### src/rtl/sar_seq_pkg.sv
// Shared types and widths for the SAR ADC scan sequencer.
// Holds the scan FSM state encoding and the internal counter widths.
package sar_seq_pkg;

   localparam int PERIOD_W     = 16;
   localparam int SETTLE_CNT_W = 8;
   localparam int TMO_CNT_W    = 16;

   typedef enum logic [2:0] {
      S_IDLE        = 3'd0,
      S_PICK        = 3'd1,
      S_SETTLE      = 3'd2,
      S_CONVERT     = 3'd3,
      S_RELEASE     = 3'd4,
      S_WAIT_PERIOD = 3'd5
   } seq_state_t;

endpackage

### src/rtl/sar_scan_sequencer_if.sv
// Bus between the scan sequencer and its environment: scan control, the
// conversion FSM handshake and the tagged result stream.
interface sar_scan_sequencer_if #(
   parameter int NUM_CH = 4,
   parameter int CH_W   = 2,
   parameter int DATA_W = 10
);
   import sar_seq_pkg::*;

   // Handshakes: run_conversion is a level request held until a 1-cycle
   // adc_done (adc_data valid in that cycle) or a timeout; result_valid and
   // scan_done are 1-cycle pulses with no backpressure from the consumer.
   logic                enable;
   logic                start;
   logic                continuous;
   logic [NUM_CH-1:0]   ch_mask;
   logic [PERIOD_W-1:0] period;
   logic                adc_done;
   logic [DATA_W-1:0]   adc_data;

   logic                run_conversion;
   logic [CH_W-1:0]     mux_sel;
   logic                result_valid;
   logic [CH_W-1:0]     result_ch;
   logic [DATA_W-1:0]   result_data;
   logic                scan_done;
   logic                busy;
   logic                timeout_err;

   modport master (
      input  enable, start, continuous, ch_mask, period, adc_done, adc_data,
      output run_conversion, mux_sel, result_valid, result_ch, result_data,
             scan_done, busy, timeout_err
   );

   modport slave (
      output enable, start, continuous, ch_mask, period, adc_done, adc_data,
      input  run_conversion, mux_sel, result_valid, result_ch, result_data,
             scan_done, busy, timeout_err
   );

endinterface

### src/rtl/sar_next_channel.sv
// Finds the lowest set mask bit strictly above last_ch, or the lowest set bit
// at all when first is high (start of a scan pass).
module sar_next_channel #(
   parameter int NUM_CH = 4,
   parameter int CH_W   = 2
) (
   input  logic [NUM_CH-1:0] mask,
   input  logic [CH_W-1:0]   last_ch,
   input  logic              first,
   output logic              found,
   output logic [CH_W-1:0]   ch
);

   // Walk downward so the last hit written is the lowest qualifying index.
   always_comb begin
      found = 1'b0;
      ch    = '0;
      for (int i = NUM_CH - 1; i >= 0; i--) begin
         if (mask[i] && (first || (i > int'(last_ch)))) begin
            found = 1'b1;
            ch    = CH_W'(i);
         end
      end
   end

endmodule

### src/rtl/sar_scan_sequencer.sv
// Multi-channel scan controller for the SAR conversion FSM: walks a latched
// channel mask, settles the mux, runs one conversion per channel, posts results.
module sar_scan_sequencer
   import sar_seq_pkg::*;
#(
   parameter int NUM_CH         = 4,
   parameter int CH_W           = 2,
   parameter int DATA_W         = 10,
   parameter int SETTLE_CYCLES  = 4,
   parameter int TIMEOUT_CYCLES = 64
) (
   input  logic                  clk,
   input  logic                  rst,
   sar_scan_sequencer_if.master  bus,
   output seq_state_t            dbg_state
);

   seq_state_t            state_q, state_d;
   logic [NUM_CH-1:0]     mask_q, mask_d;
   logic [CH_W-1:0]       last_ch_q, last_ch_d;
   logic                  first_q, first_d;
   logic [SETTLE_CNT_W-1:0] settle_cnt_q, settle_cnt_d;
   logic [TMO_CNT_W-1:0]  tmo_cnt_q, tmo_cnt_d;
   logic [PERIOD_W-1:0]   period_cnt_q, period_cnt_d;

   logic                  run_q, run_d;
   logic [CH_W-1:0]       mux_sel_q, mux_sel_d;
   logic                  result_valid_q, result_valid_d;
   logic [CH_W-1:0]       result_ch_q, result_ch_d;
   logic [DATA_W-1:0]     result_data_q, result_data_d;
   logic                  scan_done_q, scan_done_d;
   logic                  busy_q, busy_d;
   logic                  timeout_q, timeout_d;

   logic                  nxt_found;
   logic [CH_W-1:0]       nxt_ch;

   localparam logic [SETTLE_CNT_W-1:0] SETTLE_LAST = SETTLE_CNT_W'(SETTLE_CYCLES - 1);
   localparam logic [TMO_CNT_W-1:0]    TMO_LAST    = TMO_CNT_W'(TIMEOUT_CYCLES - 1);

   sar_next_channel #(
      .NUM_CH (NUM_CH),
      .CH_W   (CH_W)
   ) u_next_channel (
      .mask    (mask_q),
      .last_ch (last_ch_q),
      .first   (first_q),
      .found   (nxt_found),
      .ch      (nxt_ch)
   );

   always_ff @(posedge clk) begin
      if (rst) begin
         state_q        <= S_IDLE;
         mask_q         <= '0;
         last_ch_q      <= '0;
         first_q        <= 1'b0;
         settle_cnt_q   <= '0;
         tmo_cnt_q      <= '0;
         period_cnt_q   <= '0;
         run_q          <= 1'b0;
         mux_sel_q      <= '0;
         result_valid_q <= 1'b0;
         result_ch_q    <= '0;
         result_data_q  <= '0;
         scan_done_q    <= 1'b0;
         busy_q         <= 1'b0;
         timeout_q      <= 1'b0;
      end else begin
         state_q        <= state_d;
         mask_q         <= mask_d;
         last_ch_q      <= last_ch_d;
         first_q        <= first_d;
         settle_cnt_q   <= settle_cnt_d;
         tmo_cnt_q      <= tmo_cnt_d;
         period_cnt_q   <= period_cnt_d;
         run_q          <= run_d;
         mux_sel_q      <= mux_sel_d;
         result_valid_q <= result_valid_d;
         result_ch_q    <= result_ch_d;
         result_data_q  <= result_data_d;
         scan_done_q    <= scan_done_d;
         busy_q         <= busy_d;
         timeout_q      <= timeout_d;
      end
   end

   always_comb begin
      state_d        = state_q;
      mask_d         = mask_q;
      last_ch_d      = last_ch_q;
      first_d        = first_q;
      settle_cnt_d   = settle_cnt_q;
      tmo_cnt_d      = tmo_cnt_q;
      period_cnt_d   = period_cnt_q;
      run_d          = run_q;
      mux_sel_d      = mux_sel_q;
      result_valid_d = 1'b0;
      result_ch_d    = result_ch_q;
      result_data_d  = result_data_q;
      scan_done_d    = 1'b0;
      timeout_d      = timeout_q;

      // Start-to-start period timer; a scan start loads 1 so that the first
      // cycle of the next scan lands exactly 'period' cycles after this one.
      if ((state_q != S_IDLE) && (period_cnt_q != '1)) begin
         period_cnt_d = period_cnt_q + PERIOD_W'(1);
      end

      if (!bus.enable) begin
         state_d = S_IDLE;
         run_d   = 1'b0;
      end else begin
         unique case (state_q)
            S_IDLE: begin
               // busy_q still high here only during the scan_done cycle
               if (bus.start && !busy_q) begin
                  mask_d       = bus.ch_mask;
                  timeout_d    = 1'b0;
                  period_cnt_d = PERIOD_W'(1);
                  first_d      = 1'b1;
                  state_d      = S_PICK;
               end
            end
            S_PICK: begin
               if (nxt_found) begin
                  mux_sel_d    = nxt_ch;
                  last_ch_d    = nxt_ch;
                  first_d      = 1'b0;
                  settle_cnt_d = '0;
                  state_d      = S_SETTLE;
               end else begin
                  scan_done_d = 1'b1;
                  state_d     = bus.continuous ? S_WAIT_PERIOD : S_IDLE;
               end
            end
            S_SETTLE: begin
               if (settle_cnt_q == SETTLE_LAST) begin
                  run_d     = 1'b1;
                  tmo_cnt_d = '0;
                  state_d   = S_CONVERT;
               end else begin
                  settle_cnt_d = settle_cnt_q + SETTLE_CNT_W'(1);
               end
            end
            S_CONVERT: begin
               if (bus.adc_done) begin
                  result_valid_d = 1'b1;
                  result_ch_d    = mux_sel_q;
                  result_data_d  = bus.adc_data;
                  run_d          = 1'b0;
                  state_d        = S_RELEASE;
               end else if (tmo_cnt_q == TMO_LAST) begin
                  timeout_d = 1'b1;
                  run_d     = 1'b0;
                  state_d   = S_RELEASE;
               end else begin
                  tmo_cnt_d = tmo_cnt_q + TMO_CNT_W'(1);
               end
            end
            S_RELEASE: begin
               state_d = S_PICK;
            end
            S_WAIT_PERIOD: begin
               if (period_cnt_q >= bus.period) begin
                  mask_d       = bus.ch_mask;
                  period_cnt_d = PERIOD_W'(1);
                  first_d      = 1'b1;
                  state_d      = S_PICK;
               end
            end
            default: begin
               state_d = S_IDLE;
               run_d   = 1'b0;
            end
         endcase
      end

      // Stay busy through the scan_done pulse so a start cannot overlap it.
      busy_d = (state_d != S_IDLE) || scan_done_d;
   end

   assign bus.run_conversion = run_q;
   assign bus.mux_sel        = mux_sel_q;
   assign bus.result_valid   = result_valid_q;
   assign bus.result_ch      = result_ch_q;
   assign bus.result_data    = result_data_q;
   assign bus.scan_done      = scan_done_q;
   assign bus.busy           = busy_q;
   assign bus.timeout_err    = timeout_q;
   assign dbg_state          = state_q;

endmodule
### src/flat_wrapper.sv
// flat-port wrapper written by rule: the top's interface ports become plain ports
module sar_scan_sequencer_flat import sar_seq_pkg::*;
#(
   parameter int NUM_CH         = 4,
   parameter int CH_W           = 2,
   parameter int DATA_W         = 10,
   parameter int SETTLE_CYCLES  = 4,
   parameter int TIMEOUT_CYCLES = 64
)
  (clk, rst, dbg_state, bus_enable, bus_start, bus_continuous, bus_ch_mask, bus_period, bus_adc_done, bus_adc_data, bus_run_conversion, bus_mux_sel, bus_result_valid, bus_result_ch, bus_result_data, bus_scan_done, bus_busy, bus_timeout_err);
  sar_scan_sequencer_if #(.NUM_CH(NUM_CH), .CH_W(CH_W), .DATA_W(DATA_W)) bus_i ();
  input  logic clk;
  input  logic rst;
  output seq_state_t dbg_state;
  input wire logic [$bits(bus_i.enable)-1:0] bus_enable;
  input wire logic [$bits(bus_i.start)-1:0] bus_start;
  input wire logic [$bits(bus_i.continuous)-1:0] bus_continuous;
  input wire logic [$bits(bus_i.ch_mask)-1:0] bus_ch_mask;
  input wire logic [$bits(bus_i.period)-1:0] bus_period;
  input wire logic [$bits(bus_i.adc_done)-1:0] bus_adc_done;
  input wire logic [$bits(bus_i.adc_data)-1:0] bus_adc_data;
  output wire logic [$bits(bus_i.run_conversion)-1:0] bus_run_conversion;
  output wire logic [$bits(bus_i.mux_sel)-1:0] bus_mux_sel;
  output wire logic [$bits(bus_i.result_valid)-1:0] bus_result_valid;
  output wire logic [$bits(bus_i.result_ch)-1:0] bus_result_ch;
  output wire logic [$bits(bus_i.result_data)-1:0] bus_result_data;
  output wire logic [$bits(bus_i.scan_done)-1:0] bus_scan_done;
  output wire logic [$bits(bus_i.busy)-1:0] bus_busy;
  output wire logic [$bits(bus_i.timeout_err)-1:0] bus_timeout_err;
  assign bus_i.enable = bus_enable;
  assign bus_i.start = bus_start;
  assign bus_i.continuous = bus_continuous;
  assign bus_i.ch_mask = bus_ch_mask;
  assign bus_i.period = bus_period;
  assign bus_i.adc_done = bus_adc_done;
  assign bus_i.adc_data = bus_adc_data;
  assign bus_run_conversion = bus_i.run_conversion;
  assign bus_mux_sel = bus_i.mux_sel;
  assign bus_result_valid = bus_i.result_valid;
  assign bus_result_ch = bus_i.result_ch;
  assign bus_result_data = bus_i.result_data;
  assign bus_scan_done = bus_i.scan_done;
  assign bus_busy = bus_i.busy;
  assign bus_timeout_err = bus_i.timeout_err;
  sar_scan_sequencer #(.NUM_CH(NUM_CH), .CH_W(CH_W), .DATA_W(DATA_W), .SETTLE_CYCLES(SETTLE_CYCLES), .TIMEOUT_CYCLES(TIMEOUT_CYCLES)) u_core (.clk(clk), .rst(rst), .bus(bus_i), .dbg_state(dbg_state));
endmodule
### config.mk
export PLATFORM = sky130hd
export DESIGN_NAME = sar_scan_sequencer_flat
export DESIGN_NICKNAME = d
export VERILOG_FILES = /design/src/rtl/sar_seq_pkg.sv /design/src/rtl/sar_scan_sequencer_if.sv /design/src/rtl/sar_next_channel.sv /design/src/rtl/sar_scan_sequencer.sv /design/src/flat_wrapper.sv
export SDC_FILE = /design/constraint.sdc
export NUM_CORES = 1
export LEC_CHECK = 0
export BUFFER_PORTS_ARGS = -buffer_cell sky130_fd_sc_hd__buf_2
export CAP_MARGIN = 5
export CORE_MARGIN = 2
export CORE_UTILIZATION = 51
export DETAILED_ROUTE_END_ITERATION = 8
export GPL_TIMING_DRIVEN = 1
export MAX_ROUTING_LAYER = met4
export PLACE_DENSITY = 0.76
export SYNTH_ARGS = -nofsm -noshare
export SYNTH_HDL_FRONTEND = slang
export SYNTH_SLANG_ARGS = --single-unit
export TNS_END_PERCENT = 1
### constraint.sdc
create_clock -name clk -period 2.32 [get_ports clk]
set_input_delay 0.232 -clock clk [delete_from_list [all_inputs] [get_ports clk]]
set_output_delay 0.232 -clock clk [all_outputs]
set_load 0.01 [all_outputs]
# Word-level counts from Yosys, hierarchy flattened
# Cells that the tools add are included.
[totals]
ff_bits = 67
[op_classes]
add_sub_neg = 3
magnitude_cmp = 4
n_eq_ne = 17
mux = 48
n_bitwise = 3
reduce_logical = 30
[ops]
columns = ["operator", "count"]
rows = [
  ["2-to-1 mux 16 bit", 7],
  ["case mux 16 bit (2 select lines)", 2],
  ["adder 16 x 1 -> 16 bit (second input constant)", 2],
  ["2-to-1 mux 3 bit", 8],
  ["case mux 3 bit (6 select lines)", 1],
  ["2-to-1 mux 1 bit", 17],
  ["== test 16 x 6 -> 1 bit (second input constant)", 1],
  ["greater-or-equal comparator 16 bit", 1],
  ["2-to-1 mux 8 bit", 2],
  ["!= test 16 bit (second input constant)", 1],
  ["case mux 8 bit (2 select lines)", 1],
  ["AND reduction 5 bit", 3],
  ["!= test 2 x 1 -> 1 bit (second input constant)", 5],
  ["AND reduction 3 bit", 3],
  ["nonzero test 3 bit", 3],
  ["adder 8 x 1 -> 8 bit (second input constant)", 1],
  ["== test 8 x 2 -> 1 bit (second input constant)", 1],
  ["2-to-1 mux 2 bit", 4],
  ["2-to-1 mux 4 bit", 2],
  ["case mux 4 bit (2 select lines)", 1],
  ["AND reduction 4 bit", 2],
  ["nonzero test 2 bit", 4],
  ["== test 3 x 2 -> 1 bit (second input constant)", 2],
  ["== test 3 bit (second input constant)", 2],
  ["other kinds (15)", 29],
]

# Longest topological paths before layout
# Gate-level depths: netlist of the first run.
[depth]
depth_word = 12
ltp_mapped = 10
ltp_nobuf = 8

# Cells and area by module
# A second synthesis of the first run with hierarchy kept.
[hier_totals]
hier_cells = 459
hier_area_um2 = 3718.6
[modules_own_cells]
columns = ["module", "instances", "cells_per_inst", "area_each_um2"]
rows = [
  ["sar_scan_sequencer", 1, 444, 3627.2],
  ["sar_next_channel", 1, 15, 91.3],
]

# Worst setup path before layout of the first run
# OpenSTA, ideal clock, no wires.
[synth_timing]
path_kind = "register to register"
from = "register u_core.period_cnt_q[14]"
to = "register u_core.period_cnt_q[10]"
setup_time_ps = 117
arrival_time_ps = 2175
path_slack_ps = 28
path_stages_with_launch = 10
path_cell_list = "dfxtp_1 -> ha_1 -> nand4_1 -> or3_1 -> o32a_1 -> a21oi_2 -> or2_1 -> buf_2 -> buf_2 -> nor2_1"
[synth_via]
elab_chain_len = 6
word_cells_on_any_way = 8
[synth_rtl]
columns = ["item", "line_no", "source"]
rows = [
  ["from (decl)", "sar_scan_sequencer.sv:24", "logic [PERIOD_W-1:0] period_cnt_q, period_cnt_d;"],
  ["from (signal assigned)", "sar_scan_sequencer.sv:76", "period_cnt_q <= period_cnt_d;"],
  ["parallel branches: the longest is 5 deep, another holds greater-or-equal comparator 16 bit", "-", ""],
  ["2-to-1 mux 16 bit *", "sar_scan_sequencer.sv:110", "if (!bus.enable) begin"],
]
# Mark *: on every way between the ends.
# A chain may end at the register's enable or synchronous reset.

# Final worst setup path of the first run
[layout_timing]
from = "register u_core.settle_cnt_q[1]"
to = "register u_core.tmo_cnt_q[7]"
[layout_via]
elab_chain_len = 3
[layout_rtl]
columns = ["item", "line_no", "source"]
rows = [
  ["from (decl)", "sar_scan_sequencer.sv:22", "logic [SETTLE_CNT_W-1:0] settle_cnt_q, settle_cnt_d;"],
  ["from (signal assigned)", "sar_scan_sequencer.sv:74", "settle_cnt_q <= settle_cnt_d;"],
  ["== test 8 x 2 -> 1 bit", "sar_scan_sequencer.sv:138", "if (settle_cnt_q == SETTLE_LAST) begin"],
  ["!= test 2 x 1 -> 1 bit (no line)", "-", ""],
  ["AND reduction 5 bit (no line)", "-", ""],
  ["to (signal assigned)", "sar_scan_sequencer.sv:75", "tmo_cnt_q <= tmo_cnt_d;"],
  ["to (decl)", "sar_scan_sequencer.sv:23", "logic [TMO_CNT_W-1:0] tmo_cnt_q, tmo_cnt_d;"],
]
# No other way between the ends.

==> out/metrics.csv, run 1 <==
metric,value,unit
synth_common_cells,"dfxtp_1, nor2_1, nand2_1, a21oi_1, inv_1",
synth_ff_type,dfxtp_1,
synthArstFlopShare,0,
clkLatencyLatePin,0.34,ns
nFillCells,603,
post-route-period-util,1.008,
crit_type,flip-flop to flip-flop,
fmax,427.8,MHz
finalSetupViolCount,1,
synth.largest_area_cell,dfxtp_1,
path_clk_slew,0.07,ns
r2r_end,u_core.tmo_cnt_q[7],
dr.first_iter.drc_count,124,
rsz0062_at_grt,yes,
rr_worst_depth,6,
dieHeight,87.37,µm
routed_wirelength,7855,µm
yosys-mux-area-fraction,0.02259,
r2r_start,u_core.settle_cnt_q[1],
dr.pass1.iters,4,
fp.dieW,87.37,µm
cp-start-kind,flip-flop,
core,6756,µm²
cp.arrival,2.60,ns
multi_input_area,2069,µm²
critPathRequiredTime,2.58,ns
vias_per_cell,5.463,
place_ws,0.02943,ns
fin_worst_skew,0.008257,ns
avgSynthCellArea,8.224,µm²
cp-end-kind,flip-flop,
synth-xor-area-share,0.07413,
ys_seq_area_frac,0.3784,
syn_area,3545,µm²
gp_congestion,0.8203,
cts_root_buf,clkbuf_8,
fin_nets,557,
tritoncts,built,
grt_max_degree,28,
worstHoldStart,bus_adc_data[1],
layout-drive-gt1-share,0.2071,
synth_top_family_by_area,simple AND/OR/NAND/NOR gates,
tns,-0.01780,ns
dp_hpwl,5835,µm
antenna_found_initial,0,
cap_violations,0,
slew_headroom,0.5876,
fin_crit,2.338,ns
synth-edff-count,0,
vias,3207,
synthesis.nets,486,
p_leak,1.807,nW
synth_cells,431,
synth.most_common_cell,dfxtp_1,
start_util,0.5246,
violations,negative setup slack,
path_max_fanout,6,
p_per_area,575.2,nW/µm²
vdd_ir_drop_max,0.5075,mV
grt_pass1_wl,13190,µm
grt_use_total,0.2223,
ioPinCount,58,
clk_path_buf_depth,2,
rows,30,
setup_slack,-0.01780,ns
wl_per_cell,13.38,µm
synthAdderAreaFrac,0.06707,
grt_pass1_vias,3019,
final_antenna_net_count,0,
drc,0,
synth_top_cell_area_share,0.3784,
min_to,u_core.bus.result_data[1],
whs,0.1255,ns
overflow,0,
final_hold_viol_count,0,
final-seq-area,1341,µm²
min_path_type,input pin to flip-flop,
io_buffers,57,
syn2layout_area_growth,20.33,%
synth_compound_area_frac,0.1341,
numCtsBuffers,9,
rrSetupSlack,-0.02,ns
hold_buffers,0,
status,"complete, but fails checks",
drv_slew,0,
whs_path_depth,3,
htreeDepth,3,
synthSimpleGateAreaFrac,0.2785,
yosys_warnings,0,
yosys-top-cells-area,"dfxtp_1, ha_1, nor2_1",
numClockSinks,67,
worst_pin_slew,0.6129,ns
yosys_register_bits,67,
yosys.cell_types.count,53,
num_antenna_cells,0,
die_area,7634,µm²
==> through the flow <==
step	instances	total power [mW]	util	area, µm²
after global placement	571	1.372	0.5937	4011
after floorplan	431	1.306	-	3545
after global routing	587	2.551	0.6313	4265
final	587	2.454	0.6313	4265
after detailed placement	571	1.377	0.5937	4011
after CTS	587	2.471	0.6274	4239
==> layout by cell type, fill, tap and decap left out, drive strengths merged, types with 3 or more instances in the layout <==
| cell | netlist | layout |
|---|---|---|
| buf | 6 | 76 |
| dfxtp | 67 | 67 |
| nor2 | 60 | 60 |
| nand2 | 38 | 38 |
| a21oi | 33 | 33 |
| inv | 23 | 23 |
| xnor2 | 20 | 20 |
| ha | 19 | 19 |
| nand3 | 17 | 17 |
| nor3 | 16 | 16 |
| and3 | 12 | 12 |
| clkbuf | 10 | 12 |
| nand4 | 11 | 11 |
| xor2 | 10 | 10 |
| nand2b | 8 | 8 |
| mux2i | 8 | 8 |
| nor2b | 6 | 6 |
| o21ai | 6 | 6 |
| or4 | 5 | 5 |
| a21o | 4 | 4 |
| o211ai | 4 | 4 |
| or3 | 4 | 4 |
| nor4 | 4 | 4 |
| or2 | 4 | 4 |
| and2 | 4 | 4 |
| o21a | 3 | 3 |
| a311oi | 3 | 3 |
| o31ai | 3 | 3 |
| nor4b | 3 | 3 |
==> registers in the layout (all words and copies together) (netlist names) <==
register	cells
u_core.period_cnt_q	16
u_core.bus.mux_sel	2
u_core.bus.timeout_err	1
u_core.mask_q	4
u_core.dbg_state	3
u_core.bus.busy	1
u_core.first_q	1
u_core.bus.result_data	10
u_core.bus.scan_done	1
u_core.bus.result_valid	1
u_core.settle_cnt_q	8
u_core.bus.run_conversion	1
u_core.tmo_cnt_q	16
u_core.bus.result_ch	2
==> worst max-delay path, stage by stage, from the launching register on <==
cell and delay (ns):
dfxtp_1 0.35, ha_2 0.20, or4b_4 0.50, o31ai_4 0.24, or3b_4 0.45, or3_1 0.33, a21oi_1 0.18
==> layer usage <==
layer,vias up,global-route usage,wire length [µm]
met5,-,-,0
met4,0,0.06434,96
met3,7,0.05687,405
met2,80,0.3574,3656
met1,1474,0.2756,3696
li1,1646,-,-
==> power breakdown <==
part / internal, mW / switching [mW] / leakage (nW) / total, mW
clock: 0.663 / 0.438 / 0.113 / 1.10
sequential: 1.16 / 0.0144 / 0.541 / 1.18
combinational: 0.0819 / 0.0949 / 1.15 / 0.177
total: 1.91 / 0.547 / 1.81 / 2.45
==> final cells by class <==
class	instances	area share
clock buffers	12	0.03637
clock inverters	4	0.01701
inverters	23	0.02024
multi-input cells	325	0.4852
flip-flops and latches	67	0.3145
well taps	80	0.02347
repair buffers	76	0.1033
==> how the worst max path moves through the flow <==
| stage | startpoint | to | slack [ns] |
|---|---|---|---|
| after floorplan | u_core.period_cnt_q[14] | u_core.period_cnt_q[10] | 0.03 |
| after global placement | u_core.settle_cnt_q[0] | u_core.tmo_cnt_q[15] | 0.11 |
| after detailed placement | u_core.settle_cnt_q[0] | u_core.tmo_cnt_q[7] | 0.03 |
| after CTS | u_core.settle_cnt_q[0] | u_core.tmo_cnt_q[7] | 0.02 |
| after global routing | u_core.settle_cnt_q[0] | u_core.tmo_cnt_q[15] | -0.05 |
| final | u_core.settle_cnt_q[1] | u_core.tmo_cnt_q[7] | -0.02 |
==> repair_timing <==
| item | 4_1_cts | 5_1_grt |
|---|---|---|
| resized for setup | 0 | 4 |
| setup endpoints to repair | 0 | 22 |
| setup buffers | 0 | 0 |
==> kinds of logic after synthesis <==
logic type,after synthesis
DFF,67
AOI/OAI and AO/OA,72
xor gates and xnor gates,30
buffers and inverters,39
muxes,8
adders and majority gates,19
and+or+nand+nor,196
No activity file was read; power rests on OpenSTA's default activity.
==> run 2, diff against run 1 <==
--- a/config.mk
+++ b/config.mk
@@ -8,11 +8,11 @@
 export BUFFER_PORTS_ARGS = -buffer_cell sky130_fd_sc_hd__buf_2
 export CAP_MARGIN = 5
 export CORE_MARGIN = 2
-export CORE_UTILIZATION = 51
+export CORE_UTILIZATION = 35
 export DETAILED_ROUTE_END_ITERATION = 8
 export GPL_TIMING_DRIVEN = 1
 export MAX_ROUTING_LAYER = met4
-export PLACE_DENSITY = 0.76
+export PLACE_DENSITY = 0.56
 export SYNTH_ARGS = -nofsm -noshare
 export SYNTH_HDL_FRONTEND = slang
 export SYNTH_SLANG_ARGS = --single-unit
==> out/metrics.csv, run 2 (same netlist as run 1, synthesis figures left out) <==
metric,value,unit,change
status,finished clean,,
routed_wirelength,8334,µm,+6.1%
vias_per_cell,4.957,,-9.3%
crit_type,flip-flop to flip-flop,,
p_per_area,580.2,nW/µm²,+0.86%
final_hold_viol_count,0,,unchanged
rsz0062_at_grt,yes,,
worst_pin_slew,0.5887,ns,-0.02419 ns
post-route-period-util,0.9594,,-0.04828
ioPinCount,58,,unchanged
wl_per_cell,12.86,µm,-3.9%
fmax,449.3,MHz,+5.0%
cap_violations,0,,unchanged
p_leak,1.862,nW,+3.0%
grt_use_total,0.1615,,-0.06080
finalSetupViolCount,0,,-1
fp.dieW,104.6,µm,+20%
dieHeight,104.6,µm,+20%
numCtsBuffers,9,,unchanged
slew_headroom,0.6040,,+0.01637
cts_root_buf,clkbuf_8,,
grt_pass1_wl,14050,µm,+6.5%
syn2layout_area_growth,24.57,%,
tritoncts,built,,
grt_pass1_vias,3033,,+0.46%
layout-drive-gt1-share,0.2233,,+0.01620
rows,36,,+20%
nFillCells,1008,,+67%
path_clk_slew,0.08,ns,about the same
drv_slew,0,,unchanged
gp_congestion,0.8114,,-1.1%
cp.arrival,2.46,ns,-0.14 ns
numClockSinks,67,,unchanged
drc,0,,unchanged
vdd_ir_drop_max,0.2616,mV,-48%
io_buffers,57,,unchanged
die_area,10950,µm²,+43%
hold_buffers,0,,unchanged
path_max_fanout,6,,unchanged
cp-end-kind,flip-flop,,
dr.first_iter.drc_count,115,,-7.3%
layout_common_cells,"dfxtp_1, nor2_1, buf_2, nand2_1, a21oi_1",,
dr.pass1.iters,4,,unchanged
layout_commonest_cell,dfxtp_1,,
overflow,0,,unchanged
vias,3212,,+0.16%
dp_hpwl,6290,µm,+7.8%
clk_path_buf_depth,2,,unchanged
fin_worst_skew,0.01130,ns,+0.003047 ns
fin_nets,565,,+1.4%
antenna_found_initial,0,,unchanged
critPathRequiredTime,2.56,ns,-0.02 ns
min_path_type,input pin to flip-flop,,
core,9819,µm²,+45%
fin_crit,2.226,ns,-0.1120 ns
cp-start-kind,flip-flop,,
p_total,2.562,mW,+4.4%
num_antenna_cells,0,,unchanged
clkLatencyLatePin,0.35,ns,about the same
start_util,0.3610,,-0.1636
grt_max_degree,28,,unchanged
htreeDepth,3,,unchanged
whs,0.1110,ns,-0.01451 ns
final_antenna_net_count,0,,unchanged
[run 2: worst max-delay path: stages (launching register included)]
cell,delay (ns)
dfxtp_1,0.34
ha_1,0.17
or4b_4,0.50
o31ai_4,0.23
or3b_4,0.45
nor4b_4,0.23
xnor2_1,0.15
nor2_1,0.05
[run 2: metrics by stage]
step / setup slack [ns] / area [µm²] / util / cells / TNS, ns
floorplan: 0.02785 / 3545 / - / 431 / 0
global placement: 0.1008 / 4138 / 0.4214 / 632 / 0
detailed placement: 0.06844 / 4138 / 0.4214 / 632 / 0
CTS: 0.04229 / 4387 / 0.4467 / 648 / 0
global route: -0.02996 / 4415 / 0.4497 / 648 / -0.1753
finish: 0.09420 / 4415 / 0.4497 / 648 / 0
[run 2: metal layers]
layer  vias to the layer above  global-route usage  routed length (µm)  part of all wire
li1                       1665                   -                   -                 -
met1                      1466              0.2041                4075              0.49
met2                        71              0.2526                3765              0.45
met3                        10             0.04055                 399             0.048
met4                         0             0.05429                  94             0.011
met5                         -                   -                   0                 0
[run 2: worst paths after layout]
path / from / endpoint / slack (ns) / depth (start not counted)
max: u_core.settle_cnt_q[0] / u_core.tmo_cnt_q[15] / 0.09 / 7
min: bus_adc_data[3] / u_core.bus.result_data[3] / 0.11 / 3
max reg2reg: u_core.settle_cnt_q[0] / u_core.tmo_cnt_q[15] / 0.09 / 7
min reg2reg: u_core.bus.result_ch[1] / u_core.bus.result_ch[1] / 0.46 / 2
[run 2: timing repair]
item | CTS | global route
resized for setup | 0 | 5
buffers inserted | 0 | 0
setup endpoints to repair | 0 | 21
hold endpoints to repair | 0 | 0
[run 2: area by class of cell]
class / count / area [µm²] / area share
sequential: 67 / 1343 / 0.3041
multi-input combinational: 325 / 2071 / 0.4690
inverter: 23 / 86.33 / 0.01955
clock inverter: 7 / 125.1 / 0.02834
tap: 133 / 166.4 / 0.03769
timing repair buffer: 84 / 500.5 / 0.1133
clock buffer: 9 / 123.9 / 0.02805
[run 2: power breakdown]
group / internal (mW) / switching [mW] / leakage [nW]
combinational: 0.0842 / 0.101 / 1.20
sequential: 1.16 / 0.0131 / 0.541
clock: 0.723 / 0.480 / 0.124
==> run 3, diff against run 2 <==
--- a/config.mk
+++ b/config.mk
@@ -5,6 +5,7 @@
 export SDC_FILE = /design/constraint.sdc
 export NUM_CORES = 1
 export LEC_CHECK = 0
+export ABC_AREA = 1
 export BUFFER_PORTS_ARGS = -buffer_cell sky130_fd_sc_hd__buf_2
 export CAP_MARGIN = 5
 export CORE_MARGIN = 2
@@ -12,7 +13,7 @@
 export DETAILED_ROUTE_END_ITERATION = 8
 export GPL_TIMING_DRIVEN = 1
 export MAX_ROUTING_LAYER = met4
-export PLACE_DENSITY = 0.56
+export PLACE_DENSITY = 0.55
 export SYNTH_ARGS = -nofsm -noshare
 export SYNTH_HDL_FRONTEND = slang
 export SYNTH_SLANG_ARGS = --single-unit
==> out/metrics.csv, run 3 <==
metric,value,unit,change
status,finished clean,,
finalSetupViolCount,0,,unchanged
layout-drive-gt1-share,0.1726,,-0.05073
final_core_util,0.4211,,-0.02856
post-cts-setup-buffer-count,0,,unchanged
fin_worst_skew,0.005625,ns,-0.005679 ns
cp.arrival,2.07,ns,-0.39 ns
synthArstFlopShare,0,,unchanged
dieHeight,112.2,µm,+7.3%
crit_type,flip-flop to flip-flop,,
final-seq-area,1341,µm²,about the same
synth_top_cell_area_share,0.3271,,-0.05127
yosys_register_bits,67,,unchanged
htreeDepth,3,,unchanged
core,11420,µm²,+16%
layout_common_cells,"nand2_1, nor2_1, inv_1, dfxtp_1, buf_2",,
numCtsBuffers,9,,unchanged
wl_per_cell,11.63,µm,-9.6%
worst_pin_slew,0.5954,ns,+0.006670 ns
avgSynthCellArea,6.678,µm²,-19%
path_max_fanout,15,,+9
fp.dieW,112.2,µm,+7.3%
syn2layout_area_growth,17.27,%,
drc,0,,unchanged
r2r_end,u_core.period_cnt_q[2],,
rsz0062_at_grt,no,,
fin_nets,728,,+29%
fmax,552.4,MHz,+23%
whs_path_depth,3,,unchanged
critPathRequiredTime,2.58,ns,+0.02 ns
drv_slew,0,,unchanged
vias,3817,,+19%
worstHoldStart,bus_adc_data[0],,
nFillCells,1242,,+23%
synth_cells,614,,+42%
yosys_warnings,0,,unchanged
synth_ff_type,dfxtp_1,,
final_antenna_net_count,0,,unchanged
clk_path_buf_depth,2,,unchanged
final_hold_viol_count,0,,unchanged
grt_pass1_wl,16770,µm,+19%
vdd_ir_drop_max,0.3877,mV,+48%
yosys-top-cells-area,"dfxtp_1, nand2_1, nor2_1",,
grt_use_total,0.1665,,+0.005085
synth_common_cells,"nand2_1, nor2_1, inv_1, dfxtp_1, nand3_1",,
grt_max_degree,22,,-21%
io_buffers,57,,unchanged
crit_chain,ha_1 > nand2_1 > inv_1 > nand2_1 > a21oi_1 > nor2_1 > nand3_1 > nand2_1 > nand2_2 > nor2_1,,
cts_root_buf,clkbuf_16,,
overflow,0,,unchanged
multi_input_area,2384,µm²,+15%
cp-end-kind,flip-flop,,
cpMostUsedCell,nand2_1,,
path_clk_slew,0.06,ns,-0.02 ns
hold_buffers,0,,unchanged
dr.pass1.iters,4,,unchanged
r2r_start,u_core.period_cnt_q[11],,
ioPinCount,58,,unchanged
grt_pass1_vias,3721,,+23%
clkLatencyLatePin,0.33,ns,-0.02 ns
vias_per_cell,4.649,,-6.2%
min_path_type,input pin to flip-flop,,
synth.largest_area_cell,dfxtp_1,,
min_to,u_core.bus.result_data[0],,
p_leak,2.123,nW,+14%
p_per_area,579.4,nW/µm²,-0.13%
layout_commonest_cell,nand2_1,,
gp_congestion,0.8610,,+6.1%
dr.first_iter.drc_count,147,,+28%
synth-edff-count,0,,unchanged
setup_slack,0.5098,ns,+0.4156 ns
ctsResizeCount,0,,unchanged
yosys.cell_types.count,39,,-26%
numClockSinks,67,,unchanged
die_area,12600,µm²,+15%
tritoncts,built,,
slew_headroom,0.6027,,-0.001363
cap_violations,0,,unchanged
syn_area,4100,µm²,+16%
routed_wirelength,9548,µm,+15%
cp-start-kind,flip-flop,,
cpPeakStageDelay,0.44,ns,-0.06 ns
rr_worst_depth,10,,+3
crit_slowest_cell,dfxtp_1,,
p_total,2.786,mW,+8.8%
start_util,0.3591,,-0.001900
post-route-period-util,0.7803,,-0.1791
tns,0,ns,unchanged
ys_seq_area_frac,0.3271,,-0.05127
place_ws,0.4941,ns,+0.4256 ns
num_antenna_cells,0,,unchanged
rows,39,,+8.3%
synth.most_common_cell,nand2_1,,
synthesis.nets,669,,+38%
rrSetupSlack,0.51,ns,+0.42 ns
fin_crit,1.810,ns,-0.4156 ns
antenna_found_initial,0,,unchanged
dp_hpwl,7302,µm,+16%
[run 3: cell count changes after synthesis, sizes merged, moves of 11 or more]
| cell | before | now |
|---|---|---|
| nor2 | 60 | 122 |
| nand3 | 17 | 36 |
| nand2 | 38 | 150 |
| xnor2 | 20 | 9 |
| inv | 23 | 74 |
| o21ai | 6 | 26 |
[run 3: worst max path at each step]
stage,from,endpoint,slack (ns)
floorplan,u_core.settle_cnt_q[0],u_core.tmo_cnt_q[0],0.70
global placement,u_core.period_cnt_q[11],u_core.period_cnt_q[3],0.52
detailed placement,bus_period[15],u_core.period_cnt_q[2],0.49
CTS,u_core.period_cnt_q[11],u_core.period_cnt_q[2],0.47
global route,u_core.period_cnt_q[7],u_core.period_cnt_q[2],0.26
finish,u_core.period_cnt_q[11],u_core.period_cnt_q[2],0.51
[run 3: cells by family (layout without fill, tap and decap cells)]
logic type | Yosys count | in the layout | synth area share
XOR/XNOR | 28 | 28 | 0.05981
AO/OA/AOI/OAI | 70 | 70 | 0.09552
flip-flops | 67 | 67 | 0.3271
AND/OR/NAND/NOR | 341 | 341 | 0.3680
buffers and inverters | 89 | 153 | 0.09154
adder cells (fa/ha/maj) | 19 | 19 | 0.05798
[run 3: routing by layer]
metal | vias to the layer above | global-route usage | share of wire
li1 | 2053 | - | -
met1 | 1681 | 0.1896 | 0.47
met2 | 71 | 0.2831 | 0.47
met3 | 12 | 0.04914 | 0.045
met4 | 0 | 0.05122 | 0.013
met5 | - | - | 0
[run 3: layout make-up]
cell class / instances / area share
multi-input combinational: 458 / 0.4957
sequential: 67 / 0.2789
timing repair buffer: 61 / 0.06557
inverter: 76 / 0.06115
clock buffer: 11 / 0.05048
tap: 143 / 0.03721
clock inverter: 5 / 0.01093
[run 3: per-stage QoR]
stage	cell area, µm²	hold WS [ns]	cells
final	4808	0.1183	821
after global routing	4808	0.1227	821
after CTS	4808	0.1085	821
after detailed placement	4513	0.4621	805
after global placement	4513	0.4545	805
after floorplan	4100	0.3669	614
[run 3: critical path, delay by kind of cell (launching register included)]
| family | cells | cell delay, ns |
|---|---|---|
| buffers and inverters | 1 | 0.04 |
| adders and majority gates | 1 | 0.29 |
| AOI/OAI and AO/OA | 1 | 0.06 |
| and+or+nand+nor | 7 | 0.90 |
| DFF | 1 | 0.44 |
[run 3: power breakdown]
part	switching, mW	internal, mW	total, mW
clock	0.498	0.855	1.35
combinational	0.141	0.0915	0.233
sequential	0.0242	1.18	1.20
total	0.663	2.12	2.79
